`config.mk`:
```
export PLATFORM = sky130hd
export DESIGN_NAME = posit_encoder
export DESIGN_NICKNAME = d
export VERILOG_FILES = /design/src/rtl/posit_encoder.sv
export SDC_FILE = /design/constraint.sdc
export NUM_CORES = 1
export LEC_CHECK = 0
export BUFFER_PORTS_ARGS = -buffer_cell sky130_fd_sc_hd__buf_4
export CORE_MARGIN = 2
export CORE_UTILIZATION = 43
export DETAILED_ROUTE_END_ITERATION = 10
export HOLD_SLACK_MARGIN = 0.12
export PLACE_DENSITY = 0.62
export SLEW_MARGIN = 20
export SYNTH_ARGS = -nofsm -noshare
export SYNTH_HDL_FRONTEND = slang
export SYNTH_SLANG_ARGS = --single-unit
export TNS_END_PERCENT = 5
```
`constraint.sdc`:
```
create_clock -name clk -period 6.8 [get_ports clk]
set_input_delay 1.02 -clock clk [delete_from_list [all_inputs] [get_ports clk]]
set_output_delay 1.02 -clock clk [all_outputs]
set_load 0.005 [all_outputs]
```
`src/rtl/posit_encoder.sv`:
```
// Posit<32,3> field packer: sign, regime k, exponent and fraction in,
// round-to-nearest-even 32-bit posit out over a start/done/received handshake.
module posit_encoder (
  input  logic        clk,
  input  logic        rst,
  input  logic        start,
  input  logic        received,
  input  logic        sign_out,
  input  logic [5:0]  k_out,
  input  logic [2:0]  exp_out,
  input  logic [31:0] mantissa_out,
  output logic [31:0] p_hold,
  output logic        done
);

  typedef enum logic [1:0] {
    S_IDLE,
    S_BUILD,
    S_ROUND,
    S_DONE
  } state_e;

  state_e      state_q, state_d;
  logic        sign_q, sign_d;
  logic [5:0]  k_q, k_d;
  logic [2:0]  e_q, e_d;
  logic [31:0] mant_q, mant_d;
  logic [30:0] m_q, m_d;
  logic        guard_q, guard_d;
  logic        sticky_q, sticky_d;
  logic [31:0] p_hold_q, p_hold_d;

  logic [6:0]  sh;
  logic [71:0] base;
  logic [71:0] mask;
  logic [71:0] vec;
  logic        k_hi;
  logic        k_lo;
  logic        inc;
  logic [31:0] m_sum;
  logic [30:0] m_fin;
  logic [31:0] word;

  // Regime is left-aligned: positive k fills k+1 ones from the top,
  // negative k shifts the terminating 1 down by -k places.
  always_comb begin
    sh   = 7'd0;
    base = '0;
    mask = '0;
    vec  = '0;
    if (!k_q[5]) begin
      sh   = {1'b0, k_q} + 7'd1;
      base = {1'b0, e_q, mant_q, 36'd0};
      mask = ~({72{1'b1}} >> sh);
      vec  = (base >> sh) | mask;
    end else begin
      sh   = 7'd0 - {k_q[5], k_q};
      base = {1'b1, e_q, mant_q, 36'd0};
      vec  = base >> sh;
    end
  end

  always_comb begin
    k_hi  = !k_q[5] && (k_q >= 6'd30);
    k_lo  = k_q[5] && (k_q <= 6'b100001);
    inc   = guard_q & (sticky_q | m_q[0]);
    m_sum = {1'b0, m_q} + {31'd0, inc};
    m_fin = m_sum[30:0];
    if (k_hi || m_sum[31]) begin
      m_fin = 31'h7FFF_FFFF;
    end else if (k_lo || (m_sum[30:0] == 31'd0)) begin
      m_fin = 31'd1;
    end
    word = {1'b0, m_fin};
    if (sign_q) begin
      word = 32'd0 - word;
    end
  end

  always_comb begin
    state_d  = state_q;
    sign_d   = sign_q;
    k_d      = k_q;
    e_d      = e_q;
    mant_d   = mant_q;
    m_d      = m_q;
    guard_d  = guard_q;
    sticky_d = sticky_q;
    p_hold_d = p_hold_q;
    unique case (state_q)
      S_IDLE: begin
        if (start) begin
          sign_d  = sign_out;
          k_d     = k_out;
          e_d     = exp_out;
          mant_d  = mantissa_out;
          state_d = S_BUILD;
        end
      end
      S_BUILD: begin
        m_d      = vec[71:41];
        guard_d  = vec[40];
        sticky_d = |vec[39:0];
        state_d  = S_ROUND;
      end
      S_ROUND: begin
        p_hold_d = word;
        state_d  = S_DONE;
      end
      S_DONE: begin
        if (received) begin
          state_d = S_IDLE;
        end
      end
      default: state_d = S_IDLE;
    endcase
  end

  always_ff @(posedge clk) begin
    if (rst) begin
      state_q  <= S_IDLE;
      sign_q   <= 1'b0;
      k_q      <= '0;
      e_q      <= '0;
      mant_q   <= '0;
      m_q      <= '0;
      guard_q  <= 1'b0;
      sticky_q <= 1'b0;
      p_hold_q <= '0;
    end else begin
      state_q  <= state_d;
      sign_q   <= sign_d;
      k_q      <= k_d;
      e_q      <= e_d;
      mant_q   <= mant_d;
      m_q      <= m_d;
      guard_q  <= guard_d;
      sticky_q <= sticky_d;
      p_hold_q <= p_hold_d;
    end
  end

  assign p_hold = p_hold_q;
  assign done   = (state_q == S_DONE);

endmodule

```
# Word-level counts from Yosys, hierarchy flattened
# Cells that the tools add are included.
[word_totals] memories=0 rom_bits=0 wordCells=44 out_inout_bits=33 register_bits=109 input_bits=46 ramBits=0 latch_bits=0
[op_classes] magnitude_cmp=2 addsub=4 muxes=7 n_div=0 bitwise_logic=4 reduce_logical=10 mul=0 shift=3 n_eq_ne=5
[op_table] op="$mux 72" count=1
[op_table] op="$not 72->72" count=1
[op_table] op="$or 72x72->72" count=1
[op_table] op="$shr 71x7->72" count=1
[op_table] op="$shr 72x7->72" count=1
[op_table] op="$shr 72x7->72 const A" count=1
[op_table] op="$mux 31" count=2
[op_table] op="$reduce_or 40->1" count=1
[op_table] op="$add 31x1->32" count=1
[op_table] op="$mux 32" count=1
[op_table] op="$sub 1x31->32 const A" count=1
[op_table] op="$logic_not 31->1" count=1
[op_table] op="$pmux 2 s4" count=1
[op_table] op="$add 6x1->7 const B" count=1
[op_table] op="$sub 1x6->7 const A" count=1
[op_table] op="$ge 6x5->1 const B" count=1
[op_table] op="$le 6x6->1 const B" count=1
[op_table] op="$eq 2x2->1 const B" count=2
[op_table] op="$mux 2" count=2
[op_table] op="$ne 2x2->1 const B" count=2
[op_table] op="$reduce_and 2->1" count=2
[op_table] op="$eq 2x1->1 const B" count=1
[op_table] op="$logic_and 1x1->1" count=2
[op_table] op="$logic_not 2->1" count=1
[op_table] op="4 further kinds" count=5

# Logic depth before layout (Yosys ltp)
[depth] word_depth=9 mapped_depth=21 ltp_nobuf=17

# Least setup slack after synthesis
# OpenSTA, ideal clock, no wires.
[synth_timing] path_type="reg2reg" startpoint="register m_q[0]" endpoint="register p_hold_q[12] (netlist: p_hold[12])" t_required_ps=6709 arrival_ps=4391 period_less_slack_ps=4482 setup_time_ps=91 path_buffers=4 slack_ps=2318 path_stages_with_launch=22 cell_sequence="dfxtp_1 -> o21a_1 -> ha_1 -> ha_1 -> buf_2 -> nand4_2 -> or4_1 -> buf_2 -> o21a_1 -> nor4_2 -> nand3_1 -> o31ai_4 -> buf_6 -> buf_6 -> or2_1 -> nor2_1 -> ha_1 -> nor3b_1 -> and2_1 -> a2111oi_0 -> a21oi_1 -> a311oi_1"
[synth_between] elab_chain_len=9 elab_cells_between_ends=10 classes_between="add/sub (2); mux (3); bitwise (2); reduce/logical (3)"
[synth_rtl] item="start, declared" line="28" source="logic [30:0] m_q, m_d;"
[synth_rtl] item="start signal, assigned" line="136" source="m_q <= m_d;"
[synth_rtl] item="$or 1x1->1" line="66" source="inc = guard_q & (sticky_q | m_q[0]);"
[synth_rtl] item="$and 1x1->1" line="66"
[synth_rtl] item="$add 31x1->32 (*)" line="67" source="m_sum = {1'b0, m_q} + {31'd0, inc};"
[synth_rtl] item="$logic_not 31->1" line="71" source="end else if (k_lo || (m_sum[30:0] == 31'd0)) begin"
[synth_rtl] item="$logic_or 1x1->1" line="71"
[synth_rtl] item="$mux 31" line="71"
[synth_rtl] item="$mux 31 (*)" line="69" source="if (k_hi || m_sum[31]) begin"
[synth_rtl] item="$sub 1x31->32" line="76" source="word = 32'd0 - word;"
[synth_rtl] item="$mux 32 (*)" line="75" source="if (sign_q) begin"
[synth_rtl] item="end signal, assigned" line="139" source="p_hold_q <= p_hold_d;"
[synth_rtl] item="end, declared" line="31" source="logic [31:0] p_hold_q, p_hold_d;"
# Mark *: on every way between the ends. The rest lies on a longest branch, timed or not.
# A chain may end at the register's enable or synchronous reset.

# Final worst setup path
[layout_timing] startpoint="register m_q[0]" endpoint="register p_hold_q[24] (netlist: p_hold[24])"
# Same word-level chain as after synthesis.

==> report_table.html <==
<table>
<tr><th>Metric</th><th>Value</th></tr>
<tr><th colspan="2">Status</th></tr>
<tr><td>Result of the run</td><td>finished clean</td></tr>
<tr><th colspan="2">Power</th></tr>
<tr><td>Power density normalized to cell area</td><td>409 nW/um^2</td></tr>
<tr><td>Static leakage</td><td>4.22 nW</td></tr>
<tr><td>Peak supply drop</td><td>0.168 mV</td></tr>
<tr><th colspan="2">Route</th></tr>
<tr><td>DR WL met2</td><td>16400 um</td></tr>
<tr><td>Total length of routed met3 wires</td><td>1570 um</td></tr>
<tr><td>Number of nets still failing antenna checks after routing</td><td>0</td></tr>
<tr><td>Iteration-0 DRC Markers</td><td>937</td></tr>
<tr><td>Final Routed Wirelength</td><td>34600 um</td></tr>
<tr><td>Ratio of routed vias to standard cells</td><td>6.28</td></tr>
<tr><td>Top routing layer used</td><td>met4</td></tr>
<tr><td>Routed length per instance</td><td>20.8 um</td></tr>
<tr><td>Met1 layer wirelength in the final routing</td><td>15200 um</td></tr>
<tr><td>Router iterations before antenna repair</td><td>5</td></tr>
<tr><td>Total number of vias</td><td>10400</td></tr>
<tr><td>Number of DRC violations after detailed routing</td><td>0</td></tr>
<tr><th colspan="2">Global routing</th></tr>
<tr><td>Overall fraction of global-route tracks in use</td><td>26.7%</td></tr>
<tr><td>Maximum number of pins on one net before global-route repair</td><td>82</td></tr>
<tr><td>Wire length of the first global-routing pass</td><td>55200 um</td></tr>
<tr><td>Via count of the first global-routing pass</td><td>9860</td></tr>
<tr><td>Total overflow reported by the global router</td><td>0</td></tr>
<tr><td>Number of antenna violations at the first check in global routing</td><td>0</td></tr>
<tr><th colspan="2">Floorplanning</th></tr>
<tr><td>Horizontal die dimension</td><td>160 um</td></tr>
<tr><td>Initial core utilization</td><td>43.5%</td></tr>
<tr><td>Site row count</td><td>57</td></tr>
<tr><td>Count of pins on the block boundary</td><td>79</td></tr>
<tr><td>Total Die Area</td><td>25800 sq um</td></tr>
<tr><td>Core ar.</td><td>24200 sq um</td></tr>
<tr><td>Die extent in y</td><td>160 um</td></tr>
<tr><th colspan="2">Timing</th></tr>
<tr><td>Endpoints failing setup</td><td>0</td></tr>
<tr><td>Setup repair after global routing missed its margin</td><td>false</td></tr>
<tr><td>Number of hold violations in the final report</td><td>0</td></tr>
<tr><td>Skew final</td><td>11.4 ps</td></tr>
<tr><td>Worst hold slack</td><td>463 ps</td></tr>
<tr><td>Fin Setup TNS</td><td>0 ps</td></tr>
<tr><td>Max_slew headroom</td><td>31.7%</td></tr>
<tr><td>Clock period minus worst slack</td><td>5180 ps</td></tr>
<tr><td>Final worst path period share</td><td>76.2%</td></tr>
<tr><td>Max Transition Viols Final</td><td>0</td></tr>
<tr><td>Crit path setup slack, layout</td><td>1620 ps</td></tr>
<tr><td>Highest clock frequency the design can meet</td><td>193 MHz</td></tr>
<tr><td>Worst Max-Slew Pin Slew</td><td>1020 ps</td></tr>
<tr><th colspan="2">Synthesis</th></tr>
<tr><td>Number of enable flip-flop cells after synthesis</td><td>0</td></tr>
<tr><td>Synth Flop Type</td><td>sky130_fd_sc_hd__dfxtp_1</td></tr>
<tr><td>Flip-flop and latch count after synthesis</td><td>109</td></tr>
<tr><td>Cells after synthesis</td><td>1346</td></tr>
<tr><td>Sequential area share after synthesis</td><td>20.7%</td></tr>
<tr><td>Post-synth net total</td><td>1406</td></tr>
<tr><td>Synth warnings</td><td>0</td></tr>
<tr><td>Mean instance size in the synthesized netlist</td><td>7.82 sq um</td></tr>
<tr><td>Distinct cells, synth</td><td>83</td></tr>
<tr><td>Syn Std Cell Area</td><td>10500 sq um</td></tr>
<tr><td>Ys async rst share</td><td>0%</td></tr>
<tr><th colspan="2">Min path</th></tr>
<tr><td>Tightest Hold Check Type</td><td>reg2reg</td></tr>
<tr><td>Startpoint of the worst hold path</td><td>p_hold[18]</td></tr>
<tr><th colspan="2">Clocking</th></tr>
<tr><td>H-tree Lvls</td><td>3</td></tr>
<tr><td>TritonCTS clock tree</td><td>built</td></tr>
<tr><td>Number of instances resized during post-cts repair</td><td>0</td></tr>
<tr><td>Library cell used as clock root buffer</td><td>sky130_fd_sc_hd__clkbuf_16</td></tr>
<tr><td>Total clock buffers created by CTS</td><td>9</td></tr>
<tr><td>CTS Buffer Depth</td><td>2</td></tr>
<tr><td>Clock insertion delay at the later pin of the skew report</td><td>370 ps</td></tr>
<tr><td>Number of sinks driven by the clock tree</td><td>109</td></tr>
<tr><td>Setup repair bufs after CTS</td><td>0</td></tr>
<tr><td>Post-CTS Hold Buffers</td><td>0</td></tr>
<tr><td>Post-CTS clock slew at the launch and capture registers of the worst setup and hold paths</td><td>80 ps</td></tr>
<tr><th colspan="2">Place</th></tr>
<tr><td>Total half-perimeter wirelength after legalization and detailed placement</td><td>26100 um</td></tr>
<tr><td>Inst Count DP</td><td>1647</td></tr>
<tr><td>Place WS</td><td>1680 ps</td></tr>
<tr><td>Placer Congestion</td><td>1.01</td></tr>
<tr><td>Port Buffers</td><td>78</td></tr>
<tr><th colspan="2">Critical path</th></tr>
<tr><td>Critical register-to-register path startpoint</td><td>m_q[0]</td></tr>
<tr><td>Worst path arrival time</td><td>5460 ps</td></tr>
<tr><td>Required time worst endpoint</td><td>7080 ps</td></tr>
<tr><td>First element of the critical path</td><td>m_q[0]</td></tr>
<tr><td>Startpoint kind of the worst setup timing path</td><td>flop</td></tr>
<tr><td>Critical path endpoint category</td><td>flop</td></tr>
<tr><td>Class of the most critical setup path</td><td>reg2reg</td></tr>
<tr><td>Critical path peak fanout</td><td>11</td></tr>
<tr><th colspan="2">Finish</th></tr>
<tr><td>Count of antenna diodes in the layout</td><td>0</td></tr>
<tr><td>Area added between synthesis and finish</td><td>9.17%</td></tr>
<tr><td>Finished Core Util</td><td>47.5%</td></tr>
<tr><td>Nets@finish</td><td>1395</td></tr>
<tr><td>Post-route non-filler standard cell count</td><td>1664</td></tr>
<tr><td>Share of cells above drive strength 1</td><td>16.6%</td></tr>
<tr><th colspan="2">Job</th></tr>
<tr><td>Maxcap violations</td><td>0</td></tr>
</table>
## final cells by class
cell class / instances / area [sq um]
timing repair buffer: 98 / 756
fill: 2480 / 12700
multi-input combinational: 1092 / 7770
clock buffer: 10 / 229
clock inverter: 6 / 55.1
inverter: 25 / 93.8
tap: 324 / 405
sequential: 109 / 2190
## logic make-up after synthesis
| group | synth area share (%) |
|---|---|
| xor gates and xnor gates | 4.08 |
| muxes | 21.7 |
| adders and majority gates | 1.66 |
| AOI/OAI and AO/OA | 23.1 |
| DFF | 20.7 |
| and+or+nand+nor | 23.1 |
| buffers and inverters | 5.68 |
## cells in the final DEF, fill, tap and decap left out, types with 22 or more instances in the layout
cell,Yosys,final
sky130_fd_sc_hd__a211oi_1,22,22
sky130_fd_sc_hd__a21oi_1,99,99
sky130_fd_sc_hd__buf_4,2,97
sky130_fd_sc_hd__dfxtp_1,109,107
sky130_fd_sc_hd__inv_1,22,22
sky130_fd_sc_hd__mux2i_1,66,66
sky130_fd_sc_hd__mux4_2,65,65
sky130_fd_sc_hd__nand2_1,208,208
sky130_fd_sc_hd__nand3_1,25,25
sky130_fd_sc_hd__nor2_1,114,114
sky130_fd_sc_hd__nor3_1,41,41
sky130_fd_sc_hd__o21ai_0,79,79
sky130_fd_sc_hd__xnor2_1,35,33
## registers in the layout (all words and copies together) (netlist names)
signal    flops
e_q           3
k_q           6
mant_q       32
sign_q        1
m_q          31
p_hold       32
guard_q       1
state_q       2
sticky_q      1
## worst paths after layout
path                              endpoint  slack (ps)  depth (start not counted)
worst max-delay path            p_hold[24]        1620                         16
worst min-delay path            p_hold[18]         460                          2
worst max register to register  p_hold[24]        1620                         16
worst min register to register  p_hold[18]         460                          2
## routing by layer
metal	vias to the layer above	global-route usage, %
met5	-	0
met4	0	10.8
met3	80	2.84
met2	378	44.5
met1	4964	35.5
li1	5025	-
## through the flow
step           power (W)  area [sq um]
2_1_floorplan    0.00330         10500
3_3_place_gp     0.00411         11200
3_5_place_dp     0.00410         11200
4_1_cts          0.00466         11500
5_1_grt          0.00506         11500
6_report         0.00470         11500
## power by group
part           internal (W)  switching, W
Sequential         0.000809      0.000295
Clock              0.000258      0.000292
Combinational       0.00123       0.00182
Total               0.00230       0.00240
## synthesized netlist by cell type (all sizes together), types with 12 or more instances
| library cell | number | area (sq um) |
|---|---|---|
| dfxtp | 109 | 2180 |
| mux2 | 14 | 158 |
| a211oi | 22 | 165 |
| and2 | 12 | 75.1 |
| nand2 | 208 | 781 |
| nor4 | 18 | 134 |
| ha | 14 | 175 |
| mux2i | 66 | 661 |
| o221ai | 12 | 105 |
| a311oi | 13 | 114 |
| o21ai | 88 | 440 |
| a31oi | 16 | 100 |
| o211ai | 18 | 135 |
| xnor2 | 35 | 307 |
| a21oi | 99 | 495 |
| inv | 24 | 90.1 |
| nand4 | 21 | 144 |
| xor2 | 14 | 123 |
| nor3 | 42 | 221 |
| nand3 | 26 | 135 |
| mux4 | 65 | 1460 |
| nor2 | 114 | 428 |
| buf | 40 | 204 |
| clkbuf | 80 | 300 |
## critical path, cell delays in order, from the launching register on
cell	delay (ps)
sky130_fd_sc_hd__dfxtp_1	350
sky130_fd_sc_hd__o21a_1	130
sky130_fd_sc_hd__ha_1	200
sky130_fd_sc_hd__ha_1	330
sky130_fd_sc_hd__nand4_2	270
sky130_fd_sc_hd__nor4_1	700
sky130_fd_sc_hd__a21boi_1	190
sky130_fd_sc_hd__nor4_1	540
sky130_fd_sc_hd__nand3_1	230
sky130_fd_sc_hd__o31ai_4	520
sky130_fd_sc_hd__o21a_1	200
sky130_fd_sc_hd__ha_1	260
sky130_fd_sc_hd__nand3b_1	140
sky130_fd_sc_hd__o21ai_0	420
sky130_fd_sc_hd__o311ai_1	210
sky130_fd_sc_hd__xnor2_1	170
sky130_fd_sc_hd__a211oi_1	220
Note: power is estimated with default switching activity, not from simulation.
